===== src/rtl/pipelined_add_sub_unit_if.sv =====
// Handshake and operand/result bundle for the pipelined add/subtract unit.
// The unit itself connects through the slave modport; the source/sink side uses master.
interface pipelined_add_sub_unit_if #(
  parameter int unsigned WIDTH = 64,
  parameter int unsigned TAG_W = 4
) ();
  logic             valid_in;
  logic             ready_out;
  logic [WIDTH-1:0] a_in;
  logic [WIDTH-1:0] b_in;
  logic             carry_in;
  logic [1:0]       op_in;
  logic [TAG_W-1:0] tag_in;
  logic             valid_out;
  logic             ready_in;
  logic [WIDTH-1:0] result_out;
  logic [3:0]       flags_out;
  logic [TAG_W-1:0] tag_out;

  modport slave (
    input  valid_in, a_in, b_in, carry_in, op_in, tag_in, ready_in,
    output ready_out, valid_out, result_out, flags_out, tag_out
  );

  modport master (
    output valid_in, a_in, b_in, carry_in, op_in, tag_in, ready_in,
    input  ready_out, valid_out, result_out, flags_out, tag_out
  );
endinterface


===== src/rtl/pipelined_add_sub_unit.sv =====
// Pipelined add/subtract unit producing LEGv8 NZCV flags. The carry chain is cut into
// CHUNK-bit slices, one slice resolved per stage; the last stage register drives the outputs.
module pipelined_add_sub_unit #(
  parameter int unsigned WIDTH = 64,
  parameter int unsigned CHUNK = 16,
  parameter int unsigned TAG_W = 4
) (
  input logic                   clk,
  input logic                   rst_n,
  pipelined_add_sub_unit_if.slave bus
);
  localparam int unsigned Stages = WIDTH / CHUNK;
  localparam int unsigned Last   = Stages - 1;

  logic [WIDTH-1:0] a_q   [Stages];
  logic [WIDTH-1:0] b_q   [Stages];
  logic [WIDTH-1:0] res_q [Stages];
  logic [TAG_W-1:0] tag_q [Stages];
  logic [Stages-1:0] carry_q;
  logic [Stages-1:0] valid_q;
  logic [2:0]        nzv_q;

  // Stage inputs (a_s/b_s/r_s/c_s/v_s/t_s) and stage results (r_d/c_d).
  logic [WIDTH-1:0] a_s   [Stages];
  logic [WIDTH-1:0] b_s   [Stages];
  logic [WIDTH-1:0] r_s   [Stages];
  logic [WIDTH-1:0] r_d   [Stages];
  logic [TAG_W-1:0] t_s   [Stages];
  logic [CHUNK:0]   slice_sum [Stages];
  logic [Stages-1:0] c_s;
  logic [Stages-1:0] c_d;
  logic [Stages-1:0] v_s;

  logic [WIDTH-1:0] b_eff;
  logic             cin;
  logic             stall;
  logic [WIDTH-1:0] res_last;
  logic [2:0]       nzv_d;

  assign stall = valid_q[Last] && !bus.ready_in;

  always_comb begin
    b_eff = bus.op_in[0] ? ~bus.b_in : bus.b_in;
    cin   = bus.op_in[1] ? bus.carry_in : bus.op_in[0];
    for (int unsigned k = 0; k < Stages; k++) begin
      if (k == 0) begin
        a_s[k] = bus.a_in;
        b_s[k] = b_eff;
        r_s[k] = '0;
        c_s[k] = cin;
        v_s[k] = bus.valid_in;
        t_s[k] = bus.tag_in;
      end else begin
        a_s[k] = a_q[k-1];
        b_s[k] = b_q[k-1];
        r_s[k] = res_q[k-1];
        c_s[k] = carry_q[k-1];
        v_s[k] = valid_q[k-1];
        t_s[k] = tag_q[k-1];
      end
      slice_sum[k] = {1'b0, a_s[k][k*CHUNK +: CHUNK]} + {1'b0, b_s[k][k*CHUNK +: CHUNK]}
                   + (CHUNK + 1)'(c_s[k]);
      r_d[k] = r_s[k];
      r_d[k][k*CHUNK +: CHUNK] = slice_sum[k][CHUNK-1:0];
      c_d[k] = slice_sum[k][CHUNK];
    end
  end

  // N, Z and V are resolved alongside the top slice; C is the top slice carry itself.
  always_comb begin
    res_last = r_d[Last];
    nzv_d    = {res_last[WIDTH-1],
                res_last == '0,
                (a_s[Last][WIDTH-1] == b_s[Last][WIDTH-1]) &&
                (res_last[WIDTH-1] != a_s[Last][WIDTH-1])};
  end

  always_ff @(posedge clk or negedge rst_n) begin
    if (!rst_n) begin
      for (int unsigned k = 0; k < Stages; k++) begin
        a_q[k]   <= '0;
        b_q[k]   <= '0;
        res_q[k] <= '0;
        tag_q[k] <= '0;
      end
      carry_q <= '0;
      valid_q <= '0;
      nzv_q   <= '0;
    end else if (!stall) begin
      for (int unsigned k = 0; k < Stages; k++) begin
        a_q[k]   <= a_s[k];
        b_q[k]   <= b_s[k];
        res_q[k] <= r_d[k];
        tag_q[k] <= t_s[k];
      end
      carry_q <= c_d;
      valid_q <= v_s;
      nzv_q   <= nzv_d;
    end
  end

  assign bus.ready_out  = !stall;
  assign bus.valid_out  = valid_q[Last];
  assign bus.result_out = res_q[Last];
  assign bus.flags_out  = {nzv_q[2], nzv_q[1], carry_q[Last], nzv_q[0]};
  assign bus.tag_out    = tag_q[Last];
endmodule


===== src/flat_wrapper.sv =====
// flat-port wrapper written by rule: the top's interface ports become plain ports
module pipelined_add_sub_unit_flat 
#(
  parameter int unsigned WIDTH = 64,
  parameter int unsigned CHUNK = 16,
  parameter int unsigned TAG_W = 4
)
  (clk, rst_n, bus_valid_in, bus_a_in, bus_b_in, bus_carry_in, bus_op_in, bus_tag_in, bus_ready_in, bus_ready_out, bus_valid_out, bus_result_out, bus_flags_out, bus_tag_out);
  pipelined_add_sub_unit_if #(.WIDTH(WIDTH), .TAG_W(TAG_W)) bus_i ();
  input logic clk;
  input logic rst_n;
  input wire logic [$bits(bus_i.valid_in)-1:0] bus_valid_in;
  input wire logic [$bits(bus_i.a_in)-1:0] bus_a_in;
  input wire logic [$bits(bus_i.b_in)-1:0] bus_b_in;
  input wire logic [$bits(bus_i.carry_in)-1:0] bus_carry_in;
  input wire logic [$bits(bus_i.op_in)-1:0] bus_op_in;
  input wire logic [$bits(bus_i.tag_in)-1:0] bus_tag_in;
  input wire logic [$bits(bus_i.ready_in)-1:0] bus_ready_in;
  output wire logic [$bits(bus_i.ready_out)-1:0] bus_ready_out;
  output wire logic [$bits(bus_i.valid_out)-1:0] bus_valid_out;
  output wire logic [$bits(bus_i.result_out)-1:0] bus_result_out;
  output wire logic [$bits(bus_i.flags_out)-1:0] bus_flags_out;
  output wire logic [$bits(bus_i.tag_out)-1:0] bus_tag_out;
  assign bus_i.valid_in = bus_valid_in;
  assign bus_i.a_in = bus_a_in;
  assign bus_i.b_in = bus_b_in;
  assign bus_i.carry_in = bus_carry_in;
  assign bus_i.op_in = bus_op_in;
  assign bus_i.tag_in = bus_tag_in;
  assign bus_i.ready_in = bus_ready_in;
  assign bus_ready_out = bus_i.ready_out;
  assign bus_valid_out = bus_i.valid_out;
  assign bus_result_out = bus_i.result_out;
  assign bus_flags_out = bus_i.flags_out;
  assign bus_tag_out = bus_i.tag_out;
  pipelined_add_sub_unit #(.WIDTH(WIDTH), .CHUNK(CHUNK), .TAG_W(TAG_W)) u_core (.clk(clk), .rst_n(rst_n), .bus(bus_i));
endmodule

===== config.mk =====
export PLATFORM = sky130hd
export DESIGN_NAME = pipelined_add_sub_unit_flat
export DESIGN_NICKNAME = d
export VERILOG_FILES = /design/src/rtl/pipelined_add_sub_unit_if.sv /design/src/rtl/pipelined_add_sub_unit.sv /design/src/flat_wrapper.sv
export SDC_FILE = /design/constraint.sdc
export NUM_CORES = 1
export LEC_CHECK = 0
export ABC_AREA = 1
export CAP_MARGIN = 20
export CORE_ASPECT_RATIO = 1.5
export CORE_MARGIN = 8
export CORE_UTILIZATION = 40
export DETAILED_ROUTE_END_ITERATION = 7
export GPL_ROUTABILITY_DRIVEN = 0
export SYNTH_ARGS = -nofsm -noshare
export SYNTH_HDL_FRONTEND = slang
export SYNTH_SLANG_ARGS = --single-unit

===== constraint.sdc =====
create_clock -name clk -period 2.5 [get_ports clk]
set_clock_uncertainty 0.15 [all_clocks]
set_input_delay 0.375 -clock clk [delete_from_list [all_inputs] [get_ports clk]]
set_output_delay 0.375 -clock clk [all_outputs]
set_load 0.01 [all_outputs]

==> results of run 1 <==
-- critical path: cells and delay by family, from the launching register on --
kind | cells | cell delay, ps
simple gates | 11 | 980
fa+ha+maj | 2 | 780
flops | 1 | 400
-- state kept, by name, summed over array words and instances, names as in the netlist --
| register | cells |
|---|---|
| u_core.b_q | 96 |
| u_core.t_s | 12 |
| u_core.carry_q | 4 |
| u_core.r_d | 96 |
| u_core.nzv_q | 3 |
| u_core.bus.result_out | 63 |
| u_core.a_q | 96 |
| u_core.bus.tag_out | 4 |
| u_core.valid_q | 4 |
-- per-stage QoR --
stage                     instance area [sq um]  hold WS [ps]
after CTS                                 22100           188
after detailed placement                  20800           200
after floorplan                           17900         -70.6
after global placement                    20800           198
after global routing                      22200           229
final                                     22200           217
-- kinds of logic after synthesis --
group,count (synthesis),synth area share
fa+ha+maj,68,0.0510
compound gates,334,0.0998
flops,378,0.529
mux,1,0.000560
simple gates,1023,0.226
xor+xnor,76,0.0373
buf+inv,246,0.0556
-- worst paths after layout --
| kind | startpoint | slack [ps] | endpoint | cells after the start |
|---|---|---|---|---|
| worst max-delay path | u_core.a_q[112] | 110 | u_core.nzv_q[1] | 13 |
| worst min-delay path | bus_a_in[25] | 220 | u_core.a_q[217] | 3 |
| worst max register to register | u_core.a_q[112] | 110 | u_core.nzv_q[1] | 13 |
| worst min register to register | u_core.r_d[69] | 320 | u_core.r_d[5] | 2 |
| max in group asynchronous | rst_n | 1170 | u_core.t_s[10] | 3 |
| min in group asynchronous | rst_n | 230 | u_core.a_q[249] | 2 |
-- placed cells by master (no fill, tap or decap), drive strengths merged, types with 2 or more instances in the layout --
cell | netlist | final
a21o | 7 | 7
or2 | 15 | 15
a21oi | 60 | 60
dlymetal6s2s | 0 | 2
clkdlybuf4s50 | 0 | 208
clkinv | 0 | 11
nand2 | 841 | 841
o21bai | 4 | 4
clkbuf | 39 | 55
o21a | 2 | 2
dfrtp | 378 | 378
nor3 | 4 | 4
buf | 52 | 44
a31oi | 13 | 13
fa | 8 | 8
ha | 60 | 60
nand3 | 57 | 57
inv | 155 | 156
nand3b | 11 | 11
xor2 | 18 | 18
nor4 | 3 | 3
nor3b | 2 | 2
o2111ai | 2 | 2
nor2 | 88 | 88
xnor2 | 58 | 58
o21ai | 245 | 245
nand4 | 2 | 2
bufinv | 0 | 3
-- metal layers --
layer	global-route usage	wire length (microns)	part of all wire	vias to the layer above
li1	-	-	-	7140
met1	0.210	19500	0.42	6706
met2	0.315	23500	0.51	289
met3	0.0279	1820	0.039	84
met4	0.0672	1570	0.034	0
met5	0	0	0	-
-- report_power, final --
group          internal, mW  switching, mW  leakage [nW]
logic                  4.74           6.91          5.63
clock network          3.47           2.46         0.649
registers              8.85           1.67          4.57
total                  17.1           11.0          10.8
-- area by class of cell --
class	instances	area (sq um)	area share
Tap cell	582	728	0.0328
Timing Repair Buffer	255	2660	0.120
Multi-Input combinational cell	1502	7470	0.337
Sequential cell	378	9460	0.426
Clock inverter	15	176	0.00794
Inverter	155	589	0.0265
Clock buffer	55	1130	0.0508
-- repair_timing --
action / 4_1_cts / 5_1_grt
gates cloned: 0 / 0
buffers inserted: 0 / 3
gates resized for setup: 1 / 19
pin swaps: 0 / 10
hold endpoints to repair: 48 / 0
hold buffers: 1 / 0
setup endpoints to repair: 1 / 9
==> run metrics, run 1 <==
clk_lat worst skew between 500 and 600 ps; Ant. Diodes 0; final setup vio count 0; kind of end point of the critical path flip-flop; H-Tree Depth 2; top-area cell type share of the netlist area 0.529; critical path class reg2reg; row cnt 95; dominant register cell in the synthesized netlist dfrtp_1; Final Total Pwr 28.1 mW; Placed Instances roughly 2900; io pins 213; routed len/inst 15.8 microns; Hold Path Class in2reg; DRC 0; Syn-to-layout area delta 24.3%; Leakage 10.8 nW; CP Launch Type flip-flop; first-pass GRT wire length 74600 microns; HPWL Detailed 33400 microns; final WL between 40000 and 50000 microns; CP max-delay cell fa_2; setup TNS 0 ps; Filler cells 4280; synthesized area per cell 8.40 sq um; fmax 0.418 GHz; pin count of the biggest net entering global routing 109; Syn Std Cell Area about 18000 sq um; Inserted Clock Buffers 39; syn_nets roughly 2300; die area 51800 sq um; CTS root buffer clkbuf_16; Layout Cells excl Fill 2942; most frequent cell after synthesis nand2_1; CP cell instances fa_2 -> fa_2 -> nand3_1 -> nand2_2 -> nand2_2 -> nand2_2 -> nand2_1 -> nand2_1 -> nor2_1 -> nand3_1 -> nor2_1 -> nand3_1 -> nand2_1; post-synthesis register bit count 378; PortBufs between 200 and 250; Critical Path AT 2710 ps; vias in the first global route between 10000 and 15000; via count 14219; die extent in y 275 microns; Initial DRT Pass Iterations 5; initial DRC count 828; measured slew at the worst slew-check pin 573 ps; Ys Warns 0; post-placement setup slack -386 ps; CTS tree built; Initial Util 0.402; ys async rst share 1.00; fraction of layout cells with a size suffix above 1 0.0661; number of synthesized flops with an enable pin 0; outcome finished, final reports clean; Max Cap Violations 0; period utilization 0.956; final max-slew violation count 0; worst relative slew slack 0.618; die width 189 microns; deepest clock path buffer count 3; GR Util All Layers 0.176; post-synth top area cell dfrtp_1; pwr/cell area 1270 nW/um^2; RSZ-0062 raised after global routing true; ANT nets after route 0; Min Clock Period, post-route 2390 ps; post-synthesis sequential area ratio 0.529; Gate Count Post-Synth about 2100; Final Hold Fails 0; clock sink total roughly 380; nets 2538; Final Util 0.500; top post-synthesis cells by area dfrtp_1 (53%), nand2_1 (18%), o21ai_0 (6.5%), ha_1 (4.2%), inv_1 (3.2%); Clock transition at path regs 60 ps; initial antenna violation count 0; grt ovf 0; Worst path max stage delay 420 ps; distinct cell type count after synthesis 36; Peak VDD IR 0.570 mV; crit path max fanout 3; core box area about 44000 sq um; worst path required time 2810 ps; commonest cells in the netlist nand2_1 (835), dfrtp_1 (378), o21ai_0 (233), inv_1 (153), nor2_1 (87); PnR worst setup slack roughly 110 ps; post-DR vias/cell 4.83
(Power assumes the default switching activity.)
==> run 2, diff against run 1 <==
Settings changed: CORE_MARGIN 8 to default, MAX_ROUTING_LAYER from default to met4.
==> run 2 against run 1 <==
  * Cell count decreased by 0.10%
  * Fmax is 1.5% lower
  * Register-to-register slack lost 40 ps
  * Via count shrank 0.26%
  * Sequential power about the same
  * Clock power grew 1%
  * Critical path depth unchanged
  * Sequential share of layout area is essentially flat
  * Count of clock-buffer cells in the layout down 2
  * Routed wire length is 4.5% lower
  * Worst setup slack got worse by 36 ps
  * Critical endpoint unchanged
  * Highest routed layer unchanged
==> run metrics, run 2 (synthesized netlist as in run 1, its figures left out) <==
kind of end point of the critical path flip-flop (unchanged); most frequent cells in the layout nand2_1 (826), dfrtp_1 (378), o21ai_0 (233) (was nand2_1 (827), dfrtp_1 (378), o21ai_0 (231)); critical path class reg2reg (unchanged); Final Total Pwr 28.2 mW (was 28.1 mW); setup TNS 0 ps (unchanged); final setup vio count 0 (unchanged); die width 175 microns (was 189 microns); final WL 44300 microns (was 46400 microns); Initial Util 0.406 (was 0.402); Critical Path AT 2750 ps (was 2710 ps); Peak VDD IR 0.555 mV (was 0.570 mV); Crit path max-delay family simple AND/OR/NAND/NOR gates (unchanged); pwr/cell area 1270 nW/um^2 (about the same); row cnt 94 (was 95); vias in the first global route 14196 (was 14315); measured slew at the worst slew-check pin 595 ps (was 573 ps); clk_lat worst skew 550 ps (was 540 ps); H-Tree Depth 2 (unchanged); most frequent CP cell nand2_2; CP max-delay cell fa_2 (unchanged); Filler cells 4222 (was 4280); fmax 0.412 GHz (was 0.418 GHz); Initial DRT Pass Iterations 5 (unchanged); initial antenna violation count 1 (was 0); HPWL Detailed 31400 microns (was 33400 microns); Inserted Clock Buffers 39 (unchanged); worst hold slack 219 ps (was 217 ps); grt ovf 0 (unchanged); io pins 213 (unchanged); initial DRC count 779 (was 828); Max Cap Violations 0 (unchanged); pin count of the biggest net entering global routing 109 (unchanged); clock sink total 378 (unchanged); CP cell instances fa_2 -> fa_2 -> nand3_2 -> nand2_4 -> nand2_2 -> nand2_2 -> nand2_2 -> nand2_1 -> nor2_1 -> nand3_1 -> nor2_2 -> nand3_1 -> nand2_1 (was fa_2 -> fa_2 -> nand3_1 -> nand2_2 -> nand2_2 -> nand2_2 -> nand2_1 -> nand2_1 -> nor2_1 -> nand3_1 -> nor2_1 -> nand3_1 -> nand2_1); worst relative slew slack 0.604 (was 0.618); GR Util All Layers 0.204 (was 0.176); CP bufs+invs 0 (unchanged); die extent in y 261 microns (was 275 microns); Storage cell area 9460 sq um (unchanged); Leakage 10.8 nW (about the same); period utilization 0.971 (was 0.956); nets 2539 (was 2538); via count 14182 (was 14219); outcome finished, final reports clean (unchanged); PortBufs 212 (unchanged); Hold Path Class in2reg (unchanged); Clock transition at path regs 70 ps (was 60 ps); CTS root buffer clkbuf_16 (unchanged); Syn-to-layout area delta 24.3% (about the same); ANT nets after route 0 (unchanged); routed len/inst 15.1 microns (was 15.8 microns); die area 45500 sq um (was 51800 sq um); core box area 44000 sq um (was 44500 sq um); Final Hold Fails 0 (unchanged); fraction of layout cells with a size suffix above 1 0.0703 (was 0.0661); DRC 0 (unchanged); worst path required time 2820 ps (was 2810 ps); Multi-input gate area 7480 sq um (was 7470 sq um); Layout Cells excl Fill 2939 (was 2942); Final Util 0.505 (was 0.500); leading cell type in the layout, fill and taps excluded nand2_1 (unchanged); CTS tree built (unchanged); CP Launch Type flip-flop (unchanged); RSZ-0062 raised after global routing true (unchanged); post-DR vias/cell 4.83 (about the same); Min Clock Period, post-route 2430 ps (was 2390 ps); first-pass GRT wire length 72200 microns (was 74600 microns); deepest clock path buffer count 3 (unchanged); crit path max fanout 3 (unchanged); Placed Instances 2861 (was 2868); Worst path max stage delay 420 ps (about the same); final max-slew violation count 0 (unchanged)
run 2: per-stage QoR:
stage	worst slack, ps	cell area (sq um)
floorplan	-21.4	17900
global placement	-394	20800
detailed placement	-380	20800
CTS	15.8	22100
global route	-22.0	22200
finish	72.7	22200
run 2: repair_timing:
action / 4_1_cts / 5_1_grt
hold endpoints to repair: 52 / 0
pin swaps: 0 / 6
hold buffers: 1 / 0
gates resized for setup: 3 / 19
setup endpoints to repair: 1 / 7
setup buffers: 0 / 5
run 2: area by class of cell:
class,instances,area share
Multi-Input combinational cell,1502,0.337
Clock inverter,18,0.00884
Tap cell,576,0.0324
Timing Repair Buffer,256,0.119
Antenna cell,1,0.000113
Sequential cell,378,0.426
Clock buffer,53,0.0509
Inverter,155,0.0265
run 2: final timing paths:
kind / start / to / slack [ps] / cells past startpoint
max reg2reg: u_core.carry_q[2] / u_core.nzv_q[1] / 70 / 13
min: bus_a_in[27] / u_core.a_q[219] / 220 / 3
max in group asynchronous: rst_n / u_core.b_q[229] / 1190 / 3
min in group asynchronous: rst_n / u_core.a_q[248] / 230 / 2
min reg2reg: u_core.r_d[77] / u_core.r_d[13] / 320 / 2
max: u_core.carry_q[2] / u_core.nzv_q[1] / 70 / 13
run 2: layer usage:
| layer | up-vias | wire (microns) | GRT usage |
|---|---|---|---|
| li1 | 7148 | - | - |
| met3 | 85 | 1580 | 0.0270 |
| met5 | - | 0 | - |
| met1 | 6650 | 18900 | 0.243 |
| met4 | 0 | 1610 | 0.0841 |
| met2 | 299 | 22200 | 0.347 |
run 2: worst reg2reg max path: cells and delay by family (launching register included):
kind          cells  cell delay, ps
flops             1             410
fa+ha+maj         2             800
simple gates     11             980
run 2: report_power, final:
group / internal, mW / leakage, nW / total [mW] / switching, mW
registers: 8.84 / 4.57 / 10.5 / 1.64
logic: 4.81 / 5.61 / 11.7 / 6.90
clock network: 3.51 / 0.655 / 5.99 / 2.48
total: 17.2 / 10.8 / 28.2 / 11.0
==> run 3, diff against run 2 <==
Settings changed: CORE_UTILIZATION 40 to 56, PLACE_DENSITY from default to 0.8.
==> run 3 against run 2 <==
  * Clock power fell by 9.5%
  * Register-to-register slack improved by 30 ps
  * Count of clock-buffer cells in the layout fell by 4
==> run metrics, run 3 (synthesized netlist as in run 1, its figures left out) <==
die extent in y 221 microns (was 261 microns); CTS tree built (unchanged); setup repair bufs after CTS 0 (unchanged); row cnt 79 (was 94); Final Util 0.696 (was 0.505); Leakage 10.7 nW (was 10.8 nW); ANT nets after route 0 (unchanged); Layout Cells excl Fill 2754 (was 2939); most frequent cells in the layout nand2_1 (829), dfrtp_1 (378), o21ai_0 (232) (was nand2_1 (826), dfrtp_1 (378), o21ai_0 (233)); crit path max fanout 3 (unchanged); routed len/inst 15.4 microns (was 15.1 microns); CTS root buffer clkbuf_16 (unchanged); final WL 42400 microns (was 44300 microns); setup TNS 0 ps (unchanged); critical path class reg2reg (unchanged); Placed Instances 2687 (was 2861); Final Total Pwr 27.5 mW (was 28.2 mW); fraction of layout cells with a size suffix above 1 0.0609 (was 0.0703); Max Cap Violations 0 (unchanged); post-placement setup slack -407 ps (was -380 ps); clk_lat worst skew 540 ps (was 550 ps); die area 32600 sq um (was 45500 sq um); first-pass GRT wire length 69800 microns (was 72200 microns); GR Util All Layers 0.276 (was 0.204); initial antenna violation count 2 (was 1); vias in the first global route 14673 (was 14196); nets 2529 (was 2539); DRC 0 (unchanged); deepest clock path buffer count 3 (unchanged); outcome finished, final reports clean (unchanged); final max-slew violation count 0 (unchanged); pwr/cell area 1260 nW/um^2 (was 1270 nW/um^2); Clock transition at path regs 60 ps (was 70 ps); HPWL Detailed 30100 microns (was 31400 microns); H-Tree Depth 2 (unchanged); Hold Path Class in2reg (unchanged); Inserted Clock Buffers 37 (was 39); CP Launch Type flip-flop (unchanged); pin count of the biggest net entering global routing 151 (was 109); worst path required time 2810 ps (was 2820 ps); Seq pwr share 0.384 (was 0.372); Initial DRT Pass Iterations 7 (was 5); Filler cells 2496 (was 4222); leading cell type in the layout, fill and taps excluded nand2_1 (unchanged); core box area 31200 sq um (was 44000 sq um); Syn-to-layout area delta 21.7% (was 24.3%); worst relative slew slack 0.407 (was 0.604); Min Clock Period, post-route 2400 ps (was 2430 ps); fmax 0.417 GHz (was 0.412 GHz); Final Hold Fails 0 (unchanged); kind of end point of the critical path flip-flop (unchanged); final setup vio count 0 (unchanged); io pins 213 (unchanged); RSZ-0062 raised after global routing true (unchanged); PortBufs 212 (unchanged); P_int 16.6 mW (was 17.2 mW); clock sink total 378 (unchanged); Peak VDD IR 0.732 mV (was 0.555 mV); Initial Util 0.572 (was 0.406); worst hold slack 230 ps (was 219 ps); grt ovf 0 (unchanged); Sw Ratio 0.396 (was 0.391); via count 14568 (was 14182); Critical Path AT 2710 ps (was 2750 ps); logic gate share of total power 0.419 (was 0.415); P_sw 10.9 mW (was 11.0 mW); placed instance area 20500 sq um (was 20800 sq um); initial DRC count 862 (was 779); post-DR vias/cell 5.29 (was 4.83); Clock power frac 0.197 (was 0.213); measured slew at the worst slew-check pin 890 ps (was 595 ps); PnR worst setup slack 103 ps (was 72.7 ps); period utilization 0.959 (was 0.971); design area 21700 sq um (was 22200 sq um); die width 148 microns (was 175 microns)
-- run 3: path summary, 6_finish.rpt --
path	startpoint	to	slack [ps]	cells after the start
setup reg to reg	u_core.a_q[112]	u_core.nzv_q[1]	100	13
hold / removal	bus_a_in[31]	u_core.a_q[223]	230	3
hold reg to reg	u_core.valid_q[2]	u_core.valid_q[3]	320	1
min in group asynchronous	rst_n	u_core.b_q[254]	270	2
max in group asynchronous	rst_n	u_core.r_d[15]	1130	4
setup / recovery	u_core.a_q[112]	u_core.nzv_q[1]	100	13
-- run 3: critical path, cell delays in order (launching register included) --
cell,delay (ps)
dfrtp_1,400
fa_2,430
fa_2,370
nand3_1,110
nand2_2,90
nand2_1,100
nand2_1,90
nand2_1,90
nand2_1,50
nor2_1,90
nand3_1,130
nor2_1,110
nand3_1,70
nand2_1,50
-- run 3: power groups by stage --
stage	clock network [mW]	registers, mW	logic, mW
final	5.42	10.5	11.5
after detailed placement	0	10.6	11.4
after global routing	5.75	10.8	13.1
after floorplan	0	10.3	7.48
after CTS	5.52	10.5	11.5
after global placement	0	10.5	11.0
-- run 3: what timing repair did --
| action | in CTS | in global routing |
|---|---|---|
| hold buffers | 1 | 0 |
| hold endpoints to repair | 54 | 0 |
| pin swaps | 0 | 6 |
| endpoints found under the setup margin | 1 | 14 |
| resized for setup | 1 | 16 |
-- run 3: cell type report --
class                      count  area (sq um)  share of cell area
sequential                   378          9460               0.435
multi-input combinational   1502          7460               0.343
timing repair buffer         248          2550               0.117
clock buffer                  49          1020              0.0470
inverter                     155           589              0.0271
tap                          405           507              0.0233
clock inverter                15           148             0.00679
antenna                        2          5.00            0.000230
-- run 3: per-layer routing --
metal | part of all wire | track usage | routed length (microns) | vias to the layer above
met4 | 0.042 | 0.129 | 1760 | 0
met1 | 0.40 | 0.316 | 16700 | 6925
met5 | 0 | - | 0 | -
met2 | 0.52 | 0.479 | 22000 | 420
li1 | - | - | - | 7108
met3 | 0.044 | 0.0369 | 1860 | 115
